===== src/rtl/mem_access_unit.sv =====
// Data-memory initiator: load/store over valid/ready, byte-accurate responses.
// Sub-word stores are done as a read-modify-write with full-word writes.
module mem_access_unit #(
    parameter int MEM_WORDS = 1024,
    parameter bit ERR_OOR   = 1'b1
) (
    input  logic        clk,
    input  logic        rst_n,
    input  logic        req_valid,
    output logic        req_ready,
    input  logic        req_we,
    input  logic [1:0]  req_size,
    input  logic        req_unsigned,
    input  logic [31:0] req_addr,
    input  logic [31:0] req_wdata,
    output logic        resp_valid,
    output logic        resp_err,
    output logic [31:0] resp_rdata,
    output logic        mem_ce,
    output logic        mem_we,
    output logic        mem_rr,
    output logic [3:0]  mem_w_mask,
    output logic [3:0]  mem_r_mask,
    output logic [31:0] mem_addr,
    output logic [31:0] mem_wdata,
    input  logic [31:0] mem_rdata
);

    typedef enum logic [2:0] {
        S_IDLE,
        S_LOAD,
        S_RMW_RD,
        S_RMW_WR,
        S_ST_W,
        S_RESP
    } state_t;

    localparam logic [31:0] MW = 32'(MEM_WORDS);

    state_t      state_q, state_d;
    logic [31:0] addr_q, addr_d;
    logic [31:0] wdata_q, wdata_d;
    logic [31:0] old_q, old_d;
    logic [31:0] rdata_q, rdata_d;
    logic [1:0]  size_q, size_d;
    logic        uns_q, uns_d;
    logic        err_q, err_d;

    logic        bad;
    logic [7:0]  rd_byte;
    logic [15:0] rd_half;
    logic [31:0] ext;
    logic [31:0] merged;
    logic [29:0] idx;

    always_ff @(posedge clk or negedge rst_n) begin
        if (!rst_n) begin
            state_q <= S_IDLE;
            addr_q  <= '0;
            wdata_q <= '0;
            old_q   <= '0;
            rdata_q <= '0;
            size_q  <= '0;
            uns_q   <= 1'b0;
            err_q   <= 1'b0;
        end else begin
            state_q <= state_d;
            addr_q  <= addr_d;
            wdata_q <= wdata_d;
            old_q   <= old_d;
            rdata_q <= rdata_d;
            size_q  <= size_d;
            uns_q   <= uns_d;
            err_q   <= err_d;
        end
    end

    // Request legality is judged on the live inputs at the accept edge.
    always_comb begin
        bad = 1'b0;
        unique case (req_size)
            2'b00:   bad = 1'b0;
            2'b01:   bad = req_addr[0];
            2'b10:   bad = |req_addr[1:0];
            default: bad = 1'b1;
        endcase
        if (ERR_OOR && ({2'b00, req_addr[31:2]} >= MW)) bad = 1'b1;
    end

    assign idx = 30'({2'b00, addr_q[31:2]} % MW);

    always_comb begin
        rd_byte = mem_rdata[7:0];
        unique case (addr_q[1:0])
            2'b00:   rd_byte = mem_rdata[7:0];
            2'b01:   rd_byte = mem_rdata[15:8];
            2'b10:   rd_byte = mem_rdata[23:16];
            default: rd_byte = mem_rdata[31:24];
        endcase
        rd_half = addr_q[1] ? mem_rdata[31:16] : mem_rdata[15:0];
        ext = mem_rdata;
        unique case (size_q)
            2'b00:   ext = {{24{rd_byte[7] & ~uns_q}}, rd_byte};
            2'b01:   ext = {{16{rd_half[15] & ~uns_q}}, rd_half};
            default: ext = mem_rdata;
        endcase
    end

    always_comb begin
        merged = wdata_q;
        if (size_q == 2'b00) begin
            merged = old_q;
            unique case (addr_q[1:0])
                2'b00:   merged[7:0]   = wdata_q[7:0];
                2'b01:   merged[15:8]  = wdata_q[7:0];
                2'b10:   merged[23:16] = wdata_q[7:0];
                default: merged[31:24] = wdata_q[7:0];
            endcase
        end else if (size_q == 2'b01) begin
            merged = addr_q[1] ? {wdata_q[15:0], old_q[15:0]}
                               : {old_q[31:16], wdata_q[15:0]};
        end
    end

    always_comb begin
        state_d    = state_q;
        addr_d     = addr_q;
        wdata_d    = wdata_q;
        old_d      = old_q;
        rdata_d    = rdata_q;
        size_d     = size_q;
        uns_d      = uns_q;
        err_d      = err_q;
        req_ready  = 1'b0;
        resp_valid = 1'b0;
        resp_err   = 1'b0;
        mem_ce     = 1'b0;
        mem_we     = 1'b0;
        mem_rr     = 1'b0;
        mem_w_mask = 4'b0000;
        mem_r_mask = 4'b0000;
        mem_addr   = '0;
        mem_wdata  = '0;
        unique case (state_q)
            S_IDLE: begin
                req_ready = 1'b1;
                if (req_valid) begin
                    addr_d  = req_addr;
                    wdata_d = req_wdata;
                    size_d  = req_size;
                    uns_d   = req_unsigned;
                    err_d   = bad;
                    if (bad) begin
                        rdata_d = '0;
                        state_d = S_RESP;
                    end else if (!req_we) begin
                        state_d = S_LOAD;
                    end else if (req_size == 2'b10) begin
                        state_d = S_ST_W;
                    end else begin
                        state_d = S_RMW_RD;
                    end
                end
            end
            S_LOAD: begin
                mem_ce     = 1'b1;
                mem_rr     = 1'b1;
                mem_r_mask = 4'b1111;
                mem_addr   = {idx, 2'b00};
                rdata_d    = ext;
                state_d    = S_RESP;
            end
            S_RMW_RD: begin
                mem_ce     = 1'b1;
                mem_rr     = 1'b1;
                mem_r_mask = 4'b1111;
                mem_addr   = {idx, 2'b00};
                old_d      = mem_rdata;
                state_d    = S_RMW_WR;
            end
            S_RMW_WR: begin
                mem_ce     = 1'b1;
                mem_we     = 1'b1;
                mem_w_mask = 4'b1111;
                mem_addr   = {idx, 2'b00};
                mem_wdata  = merged;
                rdata_d    = '0;
                state_d    = S_RESP;
            end
            S_ST_W: begin
                mem_ce     = 1'b1;
                mem_we     = 1'b1;
                mem_w_mask = 4'b1111;
                mem_addr   = {idx, 2'b00};
                mem_wdata  = wdata_q;
                rdata_d    = '0;
                state_d    = S_RESP;
            end
            S_RESP: begin
                resp_valid = 1'b1;
                resp_err   = err_q;
                state_d    = S_IDLE;
            end
            default: state_d = S_IDLE;
        endcase
    end

    assign resp_rdata = rdata_q;

endmodule


===== config.mk =====
export PLATFORM = sky130hd
export DESIGN_NAME = mem_access_unit
export DESIGN_NICKNAME = d
export VERILOG_FILES = /design/src/rtl/mem_access_unit.sv
export SDC_FILE = /design/constraint.sdc
export NUM_CORES = 1
export LEC_CHECK = 0
export ABC_AREA = 1
export BUFFER_PORTS_ARGS = -buffer_cell sky130_fd_sc_hd__buf_2
export CORE_UTILIZATION = 52
export DETAILED_ROUTE_END_ITERATION = 6
export PLACE_DENSITY = 0.81
export SETUP_SLACK_MARGIN = 0.5
export SYNTH_ARGS = -nofsm -noshare
export SYNTH_HDL_FRONTEND = slang
export SYNTH_SLANG_ARGS = --single-unit

===== constraint.sdc =====
create_clock -name clk -period 2.2 [get_ports clk]
set_clock_uncertainty 0.05 [all_clocks]
set_input_delay 0.33 -clock clk [delete_from_list [all_inputs] [get_ports clk]]
set_output_delay 0.33 -clock clk [all_outputs]
set_load 0.02 [all_outputs]

; ---- Yosys cells after proc, flatten, opt, wreduce, memory -nomap -nowiden
; Cells that the tools add are included.
; Widths: inputs -> output; s select.
[op_classes]
n_reduce_logical = 13
eq_ne = 12
n_mux = 30
magnitude_cmp = 1
bitwise = 3
[op_table]
columns = operator, count
row1 = $mux 32, 5
row2 = $pmux 32 s2, 2
row3 = $pmux 32 s3, 1
row4 = $mux 8, 4
row5 = $ge 30x11->1 const B, 1
row6 = $pmux 8 s3, 1
row7 = $mux 16, 1
row8 = $mux 12, 1
row9 = $mux 3, 4
row10 = $pmux 3 s3, 1
row11 = $mux 4, 2
row12 = $mux 1, 7
row13 = $eq 2x1->1 const B, 3
row14 = $eq 3x2->1 const B, 2
row15 = $eq 3x3->1 const B, 2
row16 = $logic_not 2->1, 3
row17 = $reduce_or 2->1, 3
row18 = $reduce_or 3->1, 2
row19 = $eq 2x2->1 const B, 2
row20 = $ne 2x2->1 const B, 2
row21 = $reduce_or 4->1, 1
row22 = $eq 3x1->1 const B, 1
row23 = $logic_not 3->1, 1
row24 = $pmux 1 s3, 1
row25 = 5 further kinds, 6
[totals]
wordCells = 67
register_bits = 115

; ---- Logic depth before layout (Yosys ltp)
; Gate-level depths: netlist of the first run.
[depth]
ltp_word = 6
depth_mapped = 10
depth_no_buf = 8

; ---- Worst setup path after synthesis of the first run
; Ideal clock, no wire load.
[synth_path]
path_type = register to output
start = reg addr_q[1]
end = out mem_wdata[26]
slack_ns = 0.286
path_stages_with_launch = 8
n_path_buf = 2
arrival_time_ns = 1.534
t_required_ns = 1.820
path_cell_list = dfrtp_1 buf_4 buf_2 nand2_1 o21ai_0 o21ai_0 a21oi_1 o21ai_0
[synth_between]
elab_chain_cells = 5
[synth_lines]
columns = element, line
row1 = start: declaration, 41  ; logic [31:0] addr_q, addr_d;
row2 = start signal: assignment, 68  ; addr_q <= addr_d;
row3 = $eq 2x2->1 (tied with other cells), 113  ; unique case (addr_q[1:0])
row4 = $reduce_or 3->1 (no line), n/a
row5 = $mux 8, 113
row6 = $mux 32 (*), 111  ; if (size_q == 2'b00) begin
row7 = $pmux 32 s2 (*), 144  ; unique case (state_q)
row8 = end: declaration, 25  ; output logic [31:0] mem_wdata,
; Mark *: on every way between the ends. The rest lies on a longest branch, timed or not.

; ---- Final worst setup path of the first run
[layout_path]
start = reg size_q[1]
end = out mem_wdata[9]
[layout_between]
elab_chain_cells = 4
[layout_lines]
columns = element, line
row1 = start: declaration, 45  ; logic [1:0] size_q, size_d;
row2 = start signal: assignment, 72  ; size_q <= size_d;
row3 = $eq 2x1->1, 119  ; end else if (size_q == 2'b01) begin
row4 = $mux 32, 119
row5 = $mux 32 (*), 111
row6 = $pmux 32 s2 (*), 144
; Marked as above.

==> summary.md, run 1 <==
| Metric | Value |
|---|---|
| Class of the most critical hold timing path | in2reg |
| Final #Nets | 1303 |
| Final routed wirelength across all metal layers | between 30000 and 40000 um |
| Leakage power | approximately 5.4 nW |
| Startpoint of the tightest hold check path | req_addr[9] |
| Start point of the critical path | size_q[1] |
| Synth cell types | 31 |
| Final clock period utilization by the worst path | 109% |
| Result of the run | finished with violations |
| Clock latency of the later-clocked register in the worst-skew pair | 430 ps |
| Critical path required time | 1820 ps |
| Vertical die dimension | approximately 120 um |
| Sequential share of power | around 22% |
| Die outline area | around 0.013 mm^2 |
| Yosys warns | 0 |
| Pwr dens | between 1500 and 2000 mW/mm^2 |
| Total of flip-flops plus latches after synthesis | 115 |
| Number of maximum-capacitance constraint violations | 0 |
| Overall die width | around 120 um |
| Final Worst Setup Slack | -192 ps |
| Peak supply drop | about 1.1 mV |
| Setup slack of the most critical reg-to-reg path | -40 ps |
| Final non-filler cell total | 1386 |
| First-pass iteration count of the detailed router | 7 |
| Avg Vias per Cell | around 6.3 |
| Failing checks | setup timing |
| Upper clock frequency limit | around 420 MHz |
| Total track usage | a little under two fifths |
| Buffer levels on the longest clock path | 2 |
| Top delay family on crit path | flip-flops |
| Logic gate share of total power | between 50% and 60% |
| Layout filler cell count | 724 |
| Fraction of power spent switching nets | a little under half |
| Starting Density | a little over half |
| Vias after detailed routing | between 8000 and 9000 |
| Post-route DRC | 0 |
| Start-to-end type of the worst setup path | reg2out |
| Largest net degree at the start of global routing | ~120 |
| Final Max Tran Viols | 0 |
| Clock tree from TritonCTS | done |
| Endpoint arrival time on the critical path | around 2000 ps |
| GR Overflow Total | 0 |
| Total of buffers placed on input and output ports | 190 |
| Hold Vio Cnt, Final | 0 |
| Fin Setup TNS | -4000 ps |
| Via count of the first global-routing pass | 7247 |
| Number of routed nets with antenna violations | 0 |
| Area delta synth->final | 54.8% |
| IO Pins | ~210 |
| Crit path top cell by count | sky130_fd_sc_hd__o21ai_1 |
| Number of buffers inserted during clock tree synthesis | 17 |
| RSZ-0062 raised after global routing | true |
| Worst slack at placement | ~130 ps |
| Reg2reg start | addr_q[1] |
| Core area | around 0.013 mm^2 |
| Routability Congestion | slightly above 0.9 |
| Worst slew slack as a fraction of its limit | 54.7% |
| Sequential cell area fraction in the yosys report | approximately 43% |
| First-pass GRT wire length | approximately 38000 um |
| Slowest CP cell | sky130_fd_sc_hd__dfrtp_2 |
| Worst stage delay on the critical path | approximately 470 ps |
| Syn Area/Cell | 7.12 um^2 |
| Row count | a little over 40 |
| Drt initial violations | approximately 1400 |
| Min cycle time layout | approximately 2400 ps |
| Max Fanout on Critical Path | 14 |
| Transition time at the pin with the least slew margin | between 600 and 700 ps |
| Sinks on Clock Net | around 120 |
| Net switching component of the power | just under 8 mW |
| Clk slew on worst S/H paths | ~60 ps |
| Detailed-placement wirelength estimate | around 15000 um |
| Kind of launch point of the worst setup path | register |
| Sequence of cells on the critical path | inv_4 -> nand2_8 -> nor2_4 -> inv_6 -> o21ai_1 -> o21ai_1 -> nand2_1 -> o21ai_0 -> buf_2 |
| Average wire length per cell after detail routing | ~22 um |
| Critical Path Sink Type | output pin |
| Mapped cell area | 0.00676 mm^2 |
| Number of instances in the placed design | around 1300 |
| Clk root buf | sky130_fd_sc_hd__clkbuf_16 |
| Synth Instances | 949 |
| H-tree depth | 4 |
| Number of failing setup endpoints in the final timing report | 47 |
| Sum of buffers and inverters on the critical path | 3 |
| Share of cells above drive strength 1 | 40.8% |
| Clock power share | a little under a fifth |
| Power Internal | between 8 and 9 mW |
| Antenna violations before repair | 1 |
worst paths after layout:
path / end / cells past startpoint
worst max-delay path: mem_wdata[9] / 9
worst min-delay path: addr_q[9] / 3
worst max register to register: resp_rdata[14] / 10
worst min register to register: wdata_q[21] / 2
max in group asynchronous: addr_q[0] / 3
min in group asynchronous: wdata_q[8] / 3
power groups by stage:
stage / logic (mW) / clock network [mW] / registers, mW
6_report: 9.98 / 3.08 / 3.66
5_1_grt: 10.5 / 3.18 / 3.68
4_1_cts: 7.79 / 3.00 / 3.46
3_5_place_dp: 6.12 / 0 / 3.44
3_3_place_gp: 6.06 / 0 / 3.43
2_1_floorplan: 4.33 / 0 / 3.54
metal layers:
metal	wire, um	GRT usage, %	vias up
met5	0	0	-
met1	10200	49.0	3937
met2	13500	57.7	893
li1	-	-	3574
met3	4020	7.90	281
met4	2600	22.0	0
what timing repair did:
action | in CTS | in global routing
buffers inserted | 39 | 23
hold buffers | 1 | 0
pin swaps | 19 | 30
cloned | 7 | 12
hold endpoints to repair | 96 | 0
resized for setup | 172 | 231
endpoints found under the setup margin | 88 | 136
placed cells by master, fill, tap and decap left out, types with 40 or more instances in the layout:
cell,n
sky130_fd_sc_hd__nor2_1,40
sky130_fd_sc_hd__inv_1,59
sky130_fd_sc_hd__nand2_1,210
sky130_fd_sc_hd__dfrtp_1,109
sky130_fd_sc_hd__a21oi_1,48
sky130_fd_sc_hd__buf_2,142
sky130_fd_sc_hd__buf_4,60
sky130_fd_sc_hd__o21ai_0,67
sky130_fd_sc_hd__buf_6,50
sky130_fd_sc_hd__o21ai_1,68
sky130_fd_sc_hd__nand2_2,43
sky130_fd_sc_hd__nand3_1,63
synth_stat cells (all sizes together):
cell / count / share of area, %
clkbuf: 19 / 1.1
inv: 85 / 4.7
o211ai: 4 / 0.44
o22ai: 23 / 2.1
a22oi: 1 / 0.11
dfrtp: 115 / 43
nand3: 69 / 5.4
conb: 1 / 0.055
buf: 63 / 6.1
a21oi: 56 / 4.1
nor3: 2 / 0.31
mux2: 1 / 0.17
o21ai: 166 / 12
nand2: 285 / 16
nor4: 1 / 0.093
o2111ai: 1 / 0.13
nor2: 51 / 3.4
a211oi: 4 / 0.44
o21bai: 2 / 0.22
kinds of logic (layout without fill, tap and decap cells):
kind of cell	Yosys count	count (layout)	synth area share [%]
buffers and inverters	167	408	11.8
muxes	1	1	0.167
AOI/OAI and AO/OA	257	257	20.0
and+or+nand+nor	408	410	25.4
DFF	115	115	42.6
other	1	23	0.0555
registers in the layout, indices dropped and copies added (netlist names):
name / flops
old_q: 32
resp_rdata: 32
state_q: 3
uns_q: 1
wdata_q: 32
size_q: 2
err_q: 1
addr_q: 12
final cells by class:
type | count | area, um^2 | area share (%)
multi-input combinational | 690 | 3820 | 36.5
sequential | 115 | 2890 | 27.6
timing repair buffer | 288 | 2480 | 23.7
clock buffer | 22 | 454 | 4.34
inverter | 85 | 382 | 3.65
tap | 172 | 215 | 2.06
clock inverter | 10 | 180 | 1.72
timing repair inverter | 3 | 38.8 | 0.371
antenna | 1 | 2.50 | 0.0239
stage by stage:
step	hold slack (ps)	utilization, %	cell area, um^2	power (mW)
after floorplan	-15.6	-	6890	7.88
after global placement	405	61.4	7770	9.49
after detailed placement	409	61.4	7770	9.56
after CTS	53.2	74.0	9370	14.3
after global routing	74.2	82.6	10500	17.4
final	51.8	82.6	10500	16.7
worst min-delay path: cells and delay by family:
family	cells	cell delay [ps]
buffers and inverters	1	80
and+or+nand+nor	2	80
No activity file was read; power rests on OpenSTA's default activity.
==> run 2: changes to the inputs <==
--- a/config.mk
+++ b/config.mk
@@ -7,9 +7,9 @@
 export LEC_CHECK = 0
 export ABC_AREA = 1
 export BUFFER_PORTS_ARGS = -buffer_cell sky130_fd_sc_hd__buf_2
-export CORE_UTILIZATION = 52
+export CORE_UTILIZATION = 47
 export DETAILED_ROUTE_END_ITERATION = 6
-export PLACE_DENSITY = 0.81
+export PLACE_DENSITY = 0.77
 export SETUP_SLACK_MARGIN = 0.5
 export SYNTH_ARGS = -nofsm -noshare
 export SYNTH_HDL_FRONTEND = slang
==> constraint.sdc (replaced) <==
create_clock -name clk -period 2.1 [get_ports clk]
set_clock_uncertainty 0.05 [all_clocks]
set_input_delay 0.315 -clock clk [delete_from_list [all_inputs] [get_ports clk]]
set_output_delay 0.315 -clock clk [all_outputs]
set_load 0.02 [all_outputs]
==> summary.md, run 2 (same netlist as run 1, synthesis figures left out) <==
| Metric | Value |
|---|---|
| Result of the run | finished with violations |
| Failing checks | setup timing |
| GR Overflow Total | 0 |
| Drt initial violations | around 1600 |
| Fin Setup TNS | -8130 ps |
| RSZ-0062 raised after global routing | true |
| Total track usage | 36.9% |
| Number of instances in the placed design | around 1300 |
| Met2 track utilization from global routing | between 50 and 60% |
| Class of the most critical hold timing path | in2reg |
| Clock latency of the later-clocked register in the worst-skew pair | around 430 ps |
| Final core utilization | about four fifths |
| Worst stage delay on the critical path | between 500 and 600 ps |
| Total of buffers placed on input and output ports | 190 |
| Max Fanout on Critical Path | 9 |
| Leakage power | 5.71 nW |
| Average wire length per cell after detail routing | between 20 and 25 um |
| Final Max Tran Viols | 0 |
| Routability Congestion | between 0.9 and 1 |
| Number of maximum-capacitance constraint violations | 0 |
| Share of cells above drive strength 1 | between 40% and 50% |
| Clock tree from TritonCTS | done |
| Vias after detailed routing | slightly below 9000 |
| Kind of launch point of the worst setup path | register |
| Layout filler cell count | approximately 810 |
| Start-to-end type of the worst setup path | reg2out |
| Number of buffers inserted during clock tree synthesis | 17 |
| Sinks on Clock Net | 115 |
| Final Worst Setup Slack | -354 ps |
| Worst slack at placement | approximately 190 ps |
| Detailed-placement wirelength estimate | 16000 um |
| Sequential standard cell area | slightly below 0.003 mm^2 |
| Number of failing setup endpoints in the final timing report | 47 |
| Row count | 43 |
| Area delta synth->final | 65.4% |
| Overall power after layout | 18.0 mW |
| Cell area after placement | about 0.008 mm^2 |
| Number of routed nets with antenna violations | 0 |
| Count of inserted antenna diode cells | 0 |
| IO Pins | ~210 |
| Min cycle time layout | roughly 2500 ps |
| Critical Path Sink Type | output pin |
| Buffer levels on the longest clock path | 2 |
| H-tree depth | 4 |
| Antenna violations before repair | 1 |
| Most common library cell in the layout ignoring fill and taps | sky130_fd_sc_hd__nand2_1 |
| Final routed wirelength across all metal layers | 32100 um |
| First-pass GRT wire length | just over 40000 um |
| Core area | 0.0139 mm^2 |
| Final clock period utilization by the worst path | 117% |
| Final non-filler cell total | 1416 |
| Post-route DRC | 0 |
| Avg Vias per Cell | between 6 and 7 |
| Met3 demand-to-capacity share in global routing | 9.36% |
| Starting Density | between 40% and 50% |
| Slowest CP cell | sky130_fd_sc_hd__dfrtp_2 |
| Critical path required time | 1740 ps |
| Clk root buf | sky130_fd_sc_hd__clkbuf_16 |
| Endpoint arrival time on the critical path | approximately 2100 ps |
| Met1 usage in global routing | between 40% and 50% |
| Peak supply drop | 0.951 mV |
| Upper clock frequency limit | 407 MHz |
| First-pass iteration count of the detailed router | 7 |
| Most frequent cells in the layout | sky130_fd_sc_hd__nand2_1, sky130_fd_sc_hd__buf_2, sky130_fd_sc_hd__dfrtp_1, sky130_fd_sc_hd__o21ai_0 |
| Overall die width | 122 um |
| Pwr dens | between 1500 and 2000 mW/mm^2 |
| Area used by multi-input combinational logic | approximately 0.0042 mm^2 |
| Largest net degree at the start of global routing | 41 |
| Clk slew on worst S/H paths | 60 ps |
| Die outline area | between 0.01 and 0.015 mm^2 |
| Total non-filler cell area in the finished layout | roughly 0.011 mm^2 |
| Via count of the first global-routing pass | around 7700 |
| Sequence of cells on the critical path | buf_6 -> nand2_4 -> buf_4 -> o21ai_0 -> a21oi_1 -> o21ai_2 -> buf_2 |
| Vertical die dimension | ~120 um |
| Hold Vio Cnt, Final | 0 |
| Final Hold Slack | slightly below 40 ps |
| Layer with the highest usage | met2 |
| Final #Nets | 1329 |
[run 2: cell type report]
type / instances / area share, %
inverters: 85 / 3.39
flip-flops and latches: 115 / 25.8
clock inverters: 6 / 0.291
well taps: 180 / 2.01
multi-input cells: 691 / 37.5
repair buffers: 313 / 26.4
clock buffers: 23 / 4.27
repair inverters: 3 / 0.392
[run 2: where the power goes]
group / switching [mW] / total [mW] / leakage, nW / internal [mW]
sequential: 0.799 / 3.80 / 1.37 / 3.00
combinational: 6.83 / 11.6 / 4.09 / 4.73
clock: 1.05 / 2.61 / 0.254 / 1.57
total: 8.67 / 18.0 / 5.71 / 9.30
[run 2: timing repair]
| action | 4_1_cts | 5_1_grt |
|---|---|---|
| setup endpoints to repair | 125 | 169 |
| endpoints found under the hold margin | 28 | 0 |
| pin swaps | 47 | 55 |
| cloned | 17 | 6 |
| buffers inserted | 41 | 38 |
| gates resized for setup | 238 | 212 |
| hold buffers | 1 | 0 |
[run 2: path summary, 6_finish.rpt]
check                                  from  slack, ps              to  depth (start not counted)
worst max-delay path              addr_q[1]       -350   mem_wdata[26]                          7
worst min-delay path            req_addr[6]         40       addr_q[6]                          3
worst max register to register    addr_q[1]         20  resp_rdata[14]                         10
worst min register to register  wdata_q[22]        440     wdata_q[22]                          2
max in group asynchronous             rst_n        930  resp_rdata[20]                          4
min in group asynchronous             rst_n        340     wdata_q[20]                          2
[run 2: per-layer routing]
layer	wire length (um)	share of wire [%]
met4	2180	6.8
met3	4010	12
met1	11400	36
met2	14500	45
met5	0	0
[run 2: worst max-delay path, delay by kind of cell, from the launching register on]
family | cells | cell delay (ps)
AND/OR/NAND/NOR | 1 | 50
buffers and inverters | 3 | 520
AO/OA/AOI/OAI | 3 | 530
flip-flops | 1 | 560
